## src/rtl/wbm_pkg.sv

```systemverilog
// wbm_pkg: shared definitions for the Wishbone single-transfer master.
//   wbm_state_e  - controller states (IDLE, BUS, RESP)
//   WBM_*        - response status codes returned on rsp_status_o
//   ctr_width()  - width of the timeout counter for a given limit
package wbm_pkg;

    typedef enum logic [1:0] {
        IDLE = 2'd0,
        BUS  = 2'd1,
        RESP = 2'd2
    } wbm_state_e;

    localparam logic [1:0] WBM_OK      = 2'b00;
    localparam logic [1:0] WBM_ERR     = 2'b01;
    localparam logic [1:0] WBM_TIMEOUT = 2'b10;

    // Enough bits to hold 0..t, never narrower than one bit (t = 0 is legal).
    function automatic int ctr_width(input int t);
        int w;
        w = $clog2(t + 1);
        return (w < 1) ? 1 : w;
    endfunction

endpackage

```

## src/rtl/wbm_timeout_ctr.sv

```systemverilog
// wbm_timeout_ctr: saturating cycle counter that flags when a bus cycle has
// been waiting for TIMEOUT_CYCLES clocks.
//   clk, rst  - clock, asynchronous active-high reset (counter -> 0)
//   en        - count this cycle (controller is in BUS)
//   clr       - clear the count (transfer terminated); wins over en
//   expired   - count has reached TIMEOUT_CYCLES-1, i.e. this is the last
//               cycle CYC may stay high; never asserted when TIMEOUT_CYCLES=0
module wbm_timeout_ctr
    import wbm_pkg::*;
#(
    parameter int TIMEOUT_CYCLES = 16
) (
    input  logic clk,
    input  logic rst,
    input  logic en,
    input  logic clr,
    output logic expired
);

    localparam int W = ctr_width(TIMEOUT_CYCLES);
    localparam logic [W-1:0] LAST = (TIMEOUT_CYCLES == 0) ? '0 : W'(TIMEOUT_CYCLES - 1);
    // Holding at TIMEOUT_CYCLES keeps the count from wrapping back into range.
    localparam logic [W-1:0] SAT  = W'(TIMEOUT_CYCLES);

    logic [W-1:0] cnt;

    always_ff @(posedge clk or posedge rst) begin
        if (rst) begin
            cnt <= '0;
        end else if (clr) begin
            cnt <= '0;
        end else if (en && (cnt != SAT)) begin
            cnt <= cnt + W'(1);
        end
    end

    assign expired = (TIMEOUT_CYCLES != 0) && (cnt == LAST);

endmodule

```

## src/rtl/wbm_single_master.sv

```systemverilog
// wbm_single_master: Wishbone classic initiator that runs exactly one
// single-beat cycle per command and returns data plus status.
//   wb_clk_i, wb_rst_i          - clock, asynchronous active-high reset
//   cmd_valid_i / cmd_ready_o   - command handshake (we, adr, dat, sel)
//   rsp_valid_o / rsp_ready_i   - response handshake (rsp_dat_o, rsp_status_o)
//   wbm_*                       - Wishbone master side (CYC, STB, WE, SEL, ADR,
//                                 DAT out/in, ACK, ERR)
//
// Handshakes: a transfer happens on a rising edge where valid and ready are
// both 1. The producer holds valid and its payload stable until that edge;
// ready never depends combinationally on valid (all outputs are registered).
//
// Every output is a flop. The current state is held in `state` (wbm_state_e)
// for observation. Response data is zero for writes, bus errors and timeouts.
module wbm_single_master
    import wbm_pkg::*;
#(
    parameter int BUS_DATA_WIDTH = 32,
    parameter int BUS_ADDR_WIDTH = 8,
    parameter int BYTE_EN_WIDTH  = BUS_DATA_WIDTH / 8,
    parameter int TIMEOUT_CYCLES = 16
) (
    input  logic                      wb_clk_i,
    input  logic                      wb_rst_i,

    input  logic                      cmd_valid_i,
    output logic                      cmd_ready_o,
    input  logic                      cmd_we_i,
    input  logic [BUS_ADDR_WIDTH-1:0] cmd_adr_i,
    input  logic [BUS_DATA_WIDTH-1:0] cmd_dat_i,
    input  logic [BYTE_EN_WIDTH-1:0]  cmd_sel_i,

    output logic                      rsp_valid_o,
    input  logic                      rsp_ready_i,
    output logic [BUS_DATA_WIDTH-1:0] rsp_dat_o,
    output logic [1:0]                rsp_status_o,

    output logic                      wbm_cyc_o,
    output logic                      wbm_stb_o,
    output logic                      wbm_we_o,
    output logic [BYTE_EN_WIDTH-1:0]  wbm_sel_o,
    output logic [BUS_ADDR_WIDTH-1:0] wbm_adr_o,
    output logic [BUS_DATA_WIDTH-1:0] wbm_dat_o,
    input  logic [BUS_DATA_WIDTH-1:0] wbm_dat_i,
    input  logic                      wbm_ack_i,
    input  logic                      wbm_err_i
);

    wbm_state_e state;
    logic       expired;
    logic       bus_term;

    // ACK/ERR only matter while a cycle is open; outside BUS they are ignored.
    assign bus_term = (state == BUS) && (wbm_err_i || wbm_ack_i || expired);

    wbm_timeout_ctr #(
        .TIMEOUT_CYCLES (TIMEOUT_CYCLES)
    ) u_timeout_ctr (
        .clk     (wb_clk_i),
        .rst     (wb_rst_i),
        .en      (state == BUS),
        .clr     (bus_term),
        .expired (expired)
    );

    always_ff @(posedge wb_clk_i or posedge wb_rst_i) begin
        if (wb_rst_i) begin
            state        <= IDLE;
            cmd_ready_o  <= 1'b0;
            rsp_valid_o  <= 1'b0;
            rsp_dat_o    <= '0;
            rsp_status_o <= WBM_OK;
            wbm_cyc_o    <= 1'b0;
            wbm_stb_o    <= 1'b0;
            wbm_we_o     <= 1'b0;
            wbm_sel_o    <= '0;
            wbm_adr_o    <= '0;
            wbm_dat_o    <= '0;
        end else begin
            case (state)
                IDLE: begin
                    // cmd_ready_o rises on the first edge after reset release.
                    cmd_ready_o <= 1'b1;
                    if (cmd_valid_i && cmd_ready_o) begin
                        cmd_ready_o <= 1'b0;
                        wbm_we_o    <= cmd_we_i;
                        wbm_adr_o   <= cmd_adr_i;
                        wbm_dat_o   <= cmd_dat_i;
                        wbm_sel_o   <= cmd_sel_i;
                        wbm_cyc_o   <= 1'b1;
                        wbm_stb_o   <= 1'b1;
                        state       <= BUS;
                    end
                end

                BUS: begin
                    if (bus_term) begin
                        wbm_cyc_o   <= 1'b0;
                        wbm_stb_o   <= 1'b0;
                        wbm_we_o    <= 1'b0;
                        rsp_valid_o <= 1'b1;
                        state       <= RESP;
                        // ERR outranks a simultaneous ACK.
                        if (wbm_err_i) begin
                            rsp_status_o <= WBM_ERR;
                            rsp_dat_o    <= '0;
                        end else if (wbm_ack_i) begin
                            rsp_status_o <= WBM_OK;
                            rsp_dat_o    <= wbm_we_o ? '0 : wbm_dat_i;
                        end else begin
                            rsp_status_o <= WBM_TIMEOUT;
                            rsp_dat_o    <= '0;
                        end
                    end
                end

                RESP: begin
                    if (rsp_ready_i) begin
                        rsp_valid_o <= 1'b0;
                        cmd_ready_o <= 1'b1;
                        state       <= IDLE;
                    end
                end

                default: begin
                    state <= IDLE;
                end
            endcase
        end
    end

endmodule

```

## config.mk

```make
export PLATFORM = sky130hd
export DESIGN_NAME = wbm_single_master
export DESIGN_NICKNAME = d
export VERILOG_FILES = /design/src/rtl/wbm_pkg.sv /design/src/rtl/wbm_timeout_ctr.sv /design/src/rtl/wbm_single_master.sv
export SDC_FILE = /design/constraint.sdc
export NUM_CORES = 1
export LEC_CHECK = 0
export CAP_MARGIN = 20
export CORE_UTILIZATION = 44
export CTS_BUF_LIST = sky130_fd_sc_hd__clkbuf_16
export CTS_CLUSTER_SIZE = 25
export DETAILED_ROUTE_END_ITERATION = 12
export GPL_TIMING_DRIVEN = 0
export PLACE_DENSITY = 0.85
export SLEW_MARGIN = 20
export SYNTH_ARGS = -nofsm -noshare
export SYNTH_HDL_FRONTEND = slang
export SYNTH_SLANG_ARGS = --single-unit
```

## constraint.sdc

```tcl
create_clock -name wb_clk_i -period 7.9 [get_ports wb_clk_i]
set_input_delay 1.58 -clock wb_clk_i [delete_from_list [all_inputs] [get_ports wb_clk_i]]
set_output_delay 1.58 -clock wb_clk_i [all_outputs]
set_load 0.03 [all_outputs]
```

# After elaboration in Yosys (flattened, before gate mapping)
# Cells that the tools add are included.
[op_classes]
n_addsub = 1
reduce_logical = 16
eq_ne = 7
n_mux = 22
[ops]
columns = ["cell", "n"]
rows = [
  ["$mux W32", 3],
  ["$mux W2", 5],
  ["$mux W5", 2],
  ["$reduce_and A3 Y1", 3],
  ["$pmux W1 S2", 4],
  ["$reduce_bool A2 Y1", 4],
  ["$mux W1", 7],
  ["$ne A2 B2 Y1 const B", 3],
  ["$pmux W2 S3", 1],
  ["$reduce_and A2 Y1", 3],
  ["$add A5 B1 Y5 const B", 1],
  ["$eq A5 B4 Y1 const B", 1],
  ["$ne A5 B5 Y1 const B", 1],
  ["$logic_and A1 B1 Y1", 3],
  ["$eq A2 B1 Y1 const B", 1],
  ["$eq A2 B2 Y1 const B", 1],
  ["$logic_not A2 Y1", 1],
  ["$logic_or A1 B1 Y1", 2],
]
[word_totals]
regBits = 89
output_inout_bits = 83

# Longest topological paths before layout
# Gate-level depths: netlist (run 1).
[logic_depth]
ltp_word = 5
mapped_depth = 7
mapped_depth_nobuf = 6

# Cells and area by module
# Synthesis (run 1) repeated with hierarchy kept, for this count alone.
[unflattened]
hier_cells = 297
hier_area_um2 = 3688.5
[modules_own_cells]
columns = ["mod", "n_inst", "area_per_inst_um2", "cells_per_inst"]
rows = [
  ["wbm_single_master", 1, 3390.8, 267],
  ["wbm_timeout_ctr", 1, 297.8, 30],
]

# Worst setup path after synthesis (run 1)
# Ideal clock, no wire load.
[synth_timing]
path_kind = "input -> register"
startpoint = "in wbm_err_i"
endpoint = "reg rsp_status_o[0]"
setup_time_ps = 125
path_slack_ps = 5370
arrival_time_ps = 2406
path_stages = 3
path_buffers = 0
path_cell_list = "or3_4 nand2_2 mux2_2"
[synth_between]
elab_chain_len = 4
[synth_lines]
columns = ["element", "line", "source"]
rows = [
  ["start: declaration", "wbm_single_master.sv:46", "input logic wbm_err_i"],
  ["$logic_or A1 B1 Y1 (2 in a row)", "wbm_single_master.sv:54", "assign bus_term = (state == BUS) && (wbm_err_i || wbm_ack_i || expired);"],
  ["$logic_and A1 B1 Y1", "wbm_single_master.sv:54", ""],
  ["$reduce_and A2 Y1 (no line)", "--", ""],
  ["end signal: assignment", "wbm_single_master.sv:72", "rsp_status_o <= WBM_OK;"],
  ["end signal: assignment", "wbm_single_master.sv:105", "rsp_status_o <= WBM_ERR;"],
  ["end signal: assignment", "wbm_single_master.sv:108", "rsp_status_o <= WBM_OK;"],
  ["end: declaration", "wbm_single_master.sv:36", "output logic [1:0] rsp_status_o,"],
]
# Several ways; a longest one is shown, not always the timed one.
# A chain may end at the register's enable or synchronous reset.

# Worst setup path after layout (run 1)
[layout_timing]
startpoint = "reg wbm_stb_o"
endpoint = "out wbm_stb_o"
[layout_lines]
columns = ["element", "line", "source"]
rows = [
  ["start: declaration", "wbm_single_master.sv:39", "output logic wbm_stb_o,"],
  ["start signal: assignment", "wbm_single_master.sv:74", "wbm_stb_o <= 1'b0;"],
  ["start signal: assignment", "wbm_single_master.sv:91", "wbm_stb_o <= 1'b1;"],
  ["start signal: assignment", "wbm_single_master.sv:99", "wbm_stb_o <= 1'b0;"],
]
# No word-level cell between the ends.

==> results.md, run 1 <==
* Outcome: finished clean
* Clock Latency Late Sink at 0.33 ns
* Fin area at 5688 um^2
* Sw Pwr at 0.001000 W
* Max Fanout on Critical Path at 3
* Slew @ Worst Pin at 0.6209 ns
* Slew HR at 0.5838
* Crit path kind: reg -> out
* DRT antenna net count at 0
* Post-Route WL at 9216 um
* Num rows at 32
* H-Tree Depth at 3
* Max Cap Viol at 0
* Sink Count at 89
* #FFs+latches synth at 89
* RePlAce Congestion at 0.7861
* Port Buffers at 165
* Crit share post-route at 0.3873
* First-pass GRT wire length at 15,150 um
* Final Hold Fails at 0
* Die footprint at 8527 um^2
* CTS tree: built
* Fmax at 326.9 MHz
* Warnings, synthesis at 0
* Hold WC Path Type: reg -> reg
* Peak supply drop at 0.2802 mV
* Crit path max-delay family: buffers and inverters
* Top Ports at 166
* Largest net degree at the start of global routing at 48
* Die width at 92.34 um
* Final setup fails at 0
* RSZ-0062 raised after global routing: false
* TritonRoute pass-1 iters at 4
* Worst EP arrival at 1.48 ns
* Final Max Slew Viols at 0
* Crit end category: primary output
* Layout Nets at 557
* Synthesized Nets at 380
* Post-synthesis sequential area ratio at 0.6202
* Clock buffer count from CTS at 9
* Placed Area at 5400 um^2
* Yosys top cell area share at 0.6202
* Switching Fraction at 0.4020
* Mapped Cells at 294
* Root buffer cell: clkbuf_16
* Clock slew at reported path FFs at 0.06 ns
* Total grt overflow at 0
* Min cycle time layout at 3.059 ns
* Worst Clk Skew at 0.006205 ns
* Yosys cell types at 34
* Vias per std cell at 5.107
* Initial Util at 0.4599
* Antenna cells at 0
* WL/cell at 15.94 um
* Area Growth Syn to Fin at 58.40%
* Area leader, netlist: dfrtp_1
* Mean Syn Cell Area at 12.21 um^2
* Antenna violations before repair at 0
* Hold buffer count at cts at 0
* All-layer global routing usage at 0.2308
* Core footprint at 7807 um^2
* Vias at 2,952
* Area contributors post-synth: dfrtp_1 (62%), mux2_2 (14%), o21ai_0 (8.8%), nand2_1 (3.7%), ha_1 (1.0%)
* Drc violations at 0
* DIE HEIGHT at 92.34 um
* CP required at 6.32 ns
* Static Leakage at 2.370 nW
* Delay of the slowest cell on the worst path at 0.66 ns
* TNS Setup at 0 ns
* Layout cells sized above 1 at 0.1639
* Vias in the first global route at 3,151
* Post-CTS sizing at 0
* Crit path buf inv count at 2
* Detailed router's first-iteration violation count at 101
* Flop pwr share at 0.318
* Post-CTS setup buffer count at 0
* Worst path slowest cell: clkdlybuf4s50_1
* Post-DP HPWL at 6900 um
* Worst setup SP type: flip-flop
* CTS Buffer Depth at 2
* Cell Area, Synth at 3591 um^2
* Cell Chain, Critical Path: buf_4, clkdlybuf4s50_1
* Combinational Power Share at 0.518
* P_int at 0.001488 W
* Utilization after layout at 0.7285
* Clk pwr share at 0.164
* Power per cell area at 437.5 nW/um^2
-- stage by stage --
stage	setup WS [ns]	std cells	hold WS (ns)	power (W)
after floorplan	4.013	294	0.5044	0.001523
after global placement	2.719	561	0.4891	0.002051
after detailed placement	4.539	562	0.4974	0.002092
after CTS	4.805	578	0.5095	0.002511
after global routing	4.732	578	0.5227	0.002622
final	4.841	578	0.5061	0.002489
-- layout make-up --
cell class / instances / area, um^2
fillers: 542 / 2120
clock inverters: 7 / 62.56
repair buffers: 166 / 1679
clock buffers: 9 / 225.2
flip-flops and latches: 89 / 2227
multi-input cells: 180 / 1239
plain buffers: 19 / 102.6
well taps: 102 / 127.6
inverters: 6 / 25.02
-- metal layers --
metal	track usage	vias up	wire [um]
met2	0.3778	128	4420
met3	0.08785	12	943
met5	0	-	0
met1	0.2763	1431	3707
li1	-	1381	-
met4	0.08594	0	144
-- cell usage in the layout, fill, tap and decap left out, types with 2 or more instances in the layout --
| cell type | netlist | final |
|---|---|---|
| buf_2 | 7 | 7 |
| clkbuf_2 | 3 | 3 |
| nand2_1 | 35 | 35 |
| clkbuf_16 | 0 | 9 |
| o21ai_0 | 63 | 63 |
| buf_6 | 2 | 2 |
| clkbuf_1 | 6 | 6 |
| nor2_1 | 2 | 2 |
| nand2b_1 | 2 | 2 |
| a21o_1 | 2 | 2 |
| o22ai_1 | 2 | 2 |
| ha_1 | 3 | 3 |
| clkdlybuf4s50_1 | 0 | 165 |
| mux2i_1 | 2 | 2 |
| inv_1 | 6 | 6 |
| dfrtp_1 | 89 | 89 |
| o21ai_1 | 7 | 7 |
| mux2_2 | 45 | 45 |
| clkinv_1 | 0 | 2 |
-- worst reg2reg max path, cell delays in order (launching register included) --
cell	delay, ns
dfrtp_1	0.40
ha_1	0.23
and3_1	0.20
ha_1	0.23
nor3_2	0.55
clkbuf_1	0.35
o21ai_0	0.18
o21ai_0	0.12
-- synthesized netlist by cell type (all sizes together) --
cell type,number
o31ai,1
buf,10
and4bb,1
a311o,1
a41oi,1
o2bb2ai,1
o21ai,70
nand2b,2
nand2,36
and3,1
ha,3
mux2i,2
o21bai,1
or3,1
nand3,1
a22o,1
inv,6
mux2,45
or2b,1
nor3b,2
nor2,2
dfrtp,89
clkbuf,9
a21o,2
a21oi,1
nor2b,1
o22ai,2
nor3,1
-- state kept, by name (all words and copies together), names as in the netlist --
| signal | count |
|---|---|
| wbm_dat_o | 32 |
| wbm_we_o | 1 |
| cmd_ready_o | 1 |
| wbm_adr_o | 8 |
| rsp_valid_o | 1 |
| wbm_stb_o | 1 |
| u_timeout_ctr.cnt | 5 |
| state | 2 |
| rsp_status_o | 2 |
| rsp_dat_o | 32 |
| wbm_sel_o | 4 |
-- cells by family after synthesis --
| kind of cell | after synthesis | share of synthesized area |
|---|---|---|
| compound gates | 81 | 0.1209 |
| fa+ha+maj | 3 | 0.01045 |
| buf+inv | 25 | 0.03484 |
| flops | 89 | 0.6202 |
| mux | 47 | 0.1467 |
| simple gates | 49 | 0.06690 |
-- worst paths after layout --
| check | endpoint | cells after the start | from | slack (ns) |
|---|---|---|---|---|
| max | wbm_stb_o | 2 | wbm_stb_o | 4.84 |
| min | wbm_dat_o[25] | 1 | wbm_dat_o[25] | 0.51 |
| max reg2reg | rsp_dat_o[2] | 7 | u_timeout_ctr.cnt[0] | 5.57 |
| min reg2reg | wbm_dat_o[25] | 1 | wbm_dat_o[25] | 0.51 |
| max in group asynchronous | rsp_dat_o[17] | 3 | wb_rst_i | 5.60 |
| min in group asynchronous | wbm_dat_o[13] | 2 | wb_rst_i | 1.66 |
-- power groups by stage --
| stage | Clock [W] | Sequential, W | Combinational (W) |
|---|---|---|---|
| 2_1_floorplan | 0 | 0.00118 | 0.000339 |
| 3_3_place_gp | 0 | 0.000784 | 0.00127 |
| 3_5_place_dp | 0 | 0.000800 | 0.00129 |
| 4_1_cts | 0.000417 | 0.000794 | 0.00130 |
| 5_1_grt | 0.000437 | 0.000820 | 0.00136 |
| 6_report | 0.000407 | 0.000792 | 0.00129 |
(Power assumes the default switching activity.)
==> run 2: changes to the inputs <==
CORE_UTILIZATION = 41   (was 44)
PLACE_DENSITY = 0.8   (was 0.85)
clock period = 3.1 ns   (was 7.9 ns; I/O delays follow)
==> run 2 against run 1 <==
Against the previous run:
- sequential power grew to 2.5 times the previous value
- count of clock-buffer cells in the layout did not move
- first-iteration DRC count fell by 21%
- via count increased by 1.3%
- critical endpoint is now rsp_dat_o[11]
==> results.md, run 2 (same netlist as run 1, synthesis figures left out) <==
* Detailed router's first-iteration violation count at 80 (-21%)
* Hold_sp: rsp_dat_o[27]
* Crit share post-route at 0.7434
* Clock slew at reported path FFs at 0.06 ns (about the same)
* Worst EP arrival at 2.54 ns (+1.06 ns)
* Final Hold Fails at 0 (unchanged)
* All-layer global routing usage at 0.2138 (-0.01694)
* CTS Buffer Depth at 2 (unchanged)
* Max Fanout on Critical Path at 10 (+7)
* Outcome: finished clean
* Final worst slack at 0.7954 ns (-4.045 ns)
* Drc violations at 0 (unchanged)
* Clock buffer count from CTS at 9 (unchanged)
* Most common cell after layout, fill and taps aside: clkdlybuf4s50_1
* Crit path kind: reg -> reg
* DRT antenna net count at 0 (unchanged)
* CTS tree: built
* Delay of the slowest cell on the worst path at 0.56 ns (-0.10 ns)
* Core footprint at 8341 um^2 (+6.8%)
* Layout Nets at 557 (unchanged)
* Power per cell area at 1120 nW/um^2 (+160%)
* Largest regs: rsp_dat_o: 32 flops, wbm_dat_o: 32 flops, wbm_adr_o: 8 flops
* Die footprint at 9136 um^2 (+7.2%)
* Layout cells sized above 1 at 0.1702 (+0.006303)
* Final setup fails at 0 (unchanged)
* TNS Setup at 0 ns (unchanged)
* CP required at 3.33 ns (-2.99 ns)
* H-Tree Depth at 3 (unchanged)
* Reg2Reg Launch Point: u_timeout_ctr.cnt[0]
* Vias per std cell at 5.145 (+0.73%)
* Sw Pwr at 0.002580 W (+160%)
* Initial Util at 0.4305 (-0.02939)
* Slew @ Worst Pin at 0.6411 ns (+0.02018 ns)
* Worst Clk Skew at 0.005774 ns (-0.0004312 ns)
* Max Cap Viol at 0 (unchanged)
* DIE HEIGHT at 95.59 um (+3.5%)
* Sink Count at 89 (unchanged)
* Min cycle time layout at 2.305 ns
* Total grt overflow at 0 (unchanged)
* Num rows at 33 (+3.1%)
* Post-Route WL at 9330 um (+1.2%)
* Flop pwr share at 0.315 (-0.003)
* Post-CTS sizing at 0 (unchanged)
* Post-CTS setup buffer count at 0 (unchanged)
* Place WS at 0.6646 ns (-3.874 ns)
* Area Growth Syn to Fin at 58.92%
* Layout Cells excl Fill at 581 (+0.52%)
* Hold buffer count at cts at 0 (unchanged)
* Hold WC Path Type: reg -> reg
* First-pass GRT wire length at 14,860 um (-1.9%)
* TritonRoute pass-1 iters at 4 (unchanged)
* Fill count at 636 (+17%)
* Port Buffers at 165 (unchanged)
* Antenna violations before repair at 0 (unchanged)
* P_int at 0.003811 W (+160%)
* Worst setup SP type: flip-flop
* Worst path slowest cell: nor3_2
* Cell Chain, Critical Path: ha_1, and3_1, ha_1, nor3_2, clkbuf_1, o21ai_0, o21ai_0
* Static Leakage at 2.380 nW (+0.44%)
* RSZ-0062 raised after global routing: false
* Die width at 95.59 um (+3.5%)
* Post-DP HPWL at 6933 um (+0.48%)
* Crit end category: flip-flop
* WL/cell at 16.06 um (+0.71%)
* Peak supply drop at 0.6535 mV (+130%)
* Clk pwr share at 0.172 (+0.008)
* Clock Latency Late Sink at 0.33 ns (about the same)
* Largest net degree at the start of global routing at 49 (+2.1%)
* Root buffer cell: clkbuf_16
* RePlAce Congestion at 0.7504 (-4.5%)
* Final Max Slew Viols at 0 (unchanged)
* Top Ports at 166 (unchanged)
* Crit path from: u_timeout_ctr.cnt[0]
* Dpl cells at 565 (+0.53%)
* Most frequent cells in the layout: clkdlybuf4s50_1 (165), dfrtp_1 (89), o21ai_0 (63)
* Vias at 2,989 (+1.3%)
* Slew HR at 0.5703 (-0.01353)
* Combinational Power Share at 0.513 (-0.005)
* Vias in the first global route at 3,180 (+0.92%)
* Hold_ws at 0.5063 ns (+0.0001070 ns)
* Switching Fraction at 0.4037 (+0.001722)
* Antenna cells at 0 (unchanged)
* Fmax at 433.9 MHz
run 2: changes by cell type in the layout (fill, tap and decap cells not counted), sizes merged:
| cell | change |
|---|---|
| clkinv | -1 |
| inv | +2 |
| clkinvlp | -1 |
run 2: worst paths after layout:
| kind | to | slack, ns | cells after the start |
|---|---|---|---|
| max | rsp_dat_o[11] | 0.80 | 7 |
| min | rsp_dat_o[27] | 0.51 | 2 |
| max reg2reg | rsp_dat_o[11] | 0.80 | 7 |
| min reg2reg | rsp_dat_o[27] | 0.51 | 2 |
| max in group asynchronous | wbm_dat_o[10] | 1.79 | 3 |
| min in group asynchronous | wbm_dat_o[16] | 0.69 | 2 |
run 2: power groups by stage:
stage               Combinational [W]  Sequential (W)  Clock (W)
detailed placement            0.00330         0.00203          0
global placement              0.00323         0.00199          0
finish                        0.00328         0.00201    0.00110
global route                  0.00348         0.00208    0.00116
CTS                           0.00331         0.00202    0.00112
floorplan                    0.000864         0.00302          0
run 2: worst max-delay path, delay by kind of cell (launching register included):
kind,cells,cell delay [ns]
simple gates,2,0.76
fa+ha+maj,2,0.45
flops,1,0.40
buf+inv,1,0.36
compound gates,2,0.25
run 2: per-stage QoR:
| step | power (W) | instance area, um^2 | utilization |
|---|---|---|---|
| after CTS | 0.006449 | 5707 | 0.6842 |
| after detailed placement | 0.005325 | 5404 | 0.6479 |
| final | 0.006391 | 5707 | 0.6842 |
| after floorplan | 0.003881 | 3591 | - |
| after global placement | 0.005226 | 5374 | 0.6443 |
| after global routing | 0.006716 | 5707 | 0.6842 |
run 2: layer usage:
metal	GRT usage	routed length [um]	share of wire
met2	0.3554	4483	0.48
met1	0.2501	3776	0.40
met3	0.08134	952	0.10
met4	0.08209	117	0.013
met5	0	0	0
run 2: layout make-up:
type	instances	area, um^2	area share
Inverter	6	25.02	0.004385
Sequential cell	89	2227	0.3903
Timing Repair Buffer	166	1679	0.2942
Multi-Input combinational cell	180	1239	0.2171
Buffer	19	102.6	0.01798
Clock buffer	9	225.2	0.03947
Clock inverter	7	77.57	0.01359
Tap cell	105	131.4	0.02302
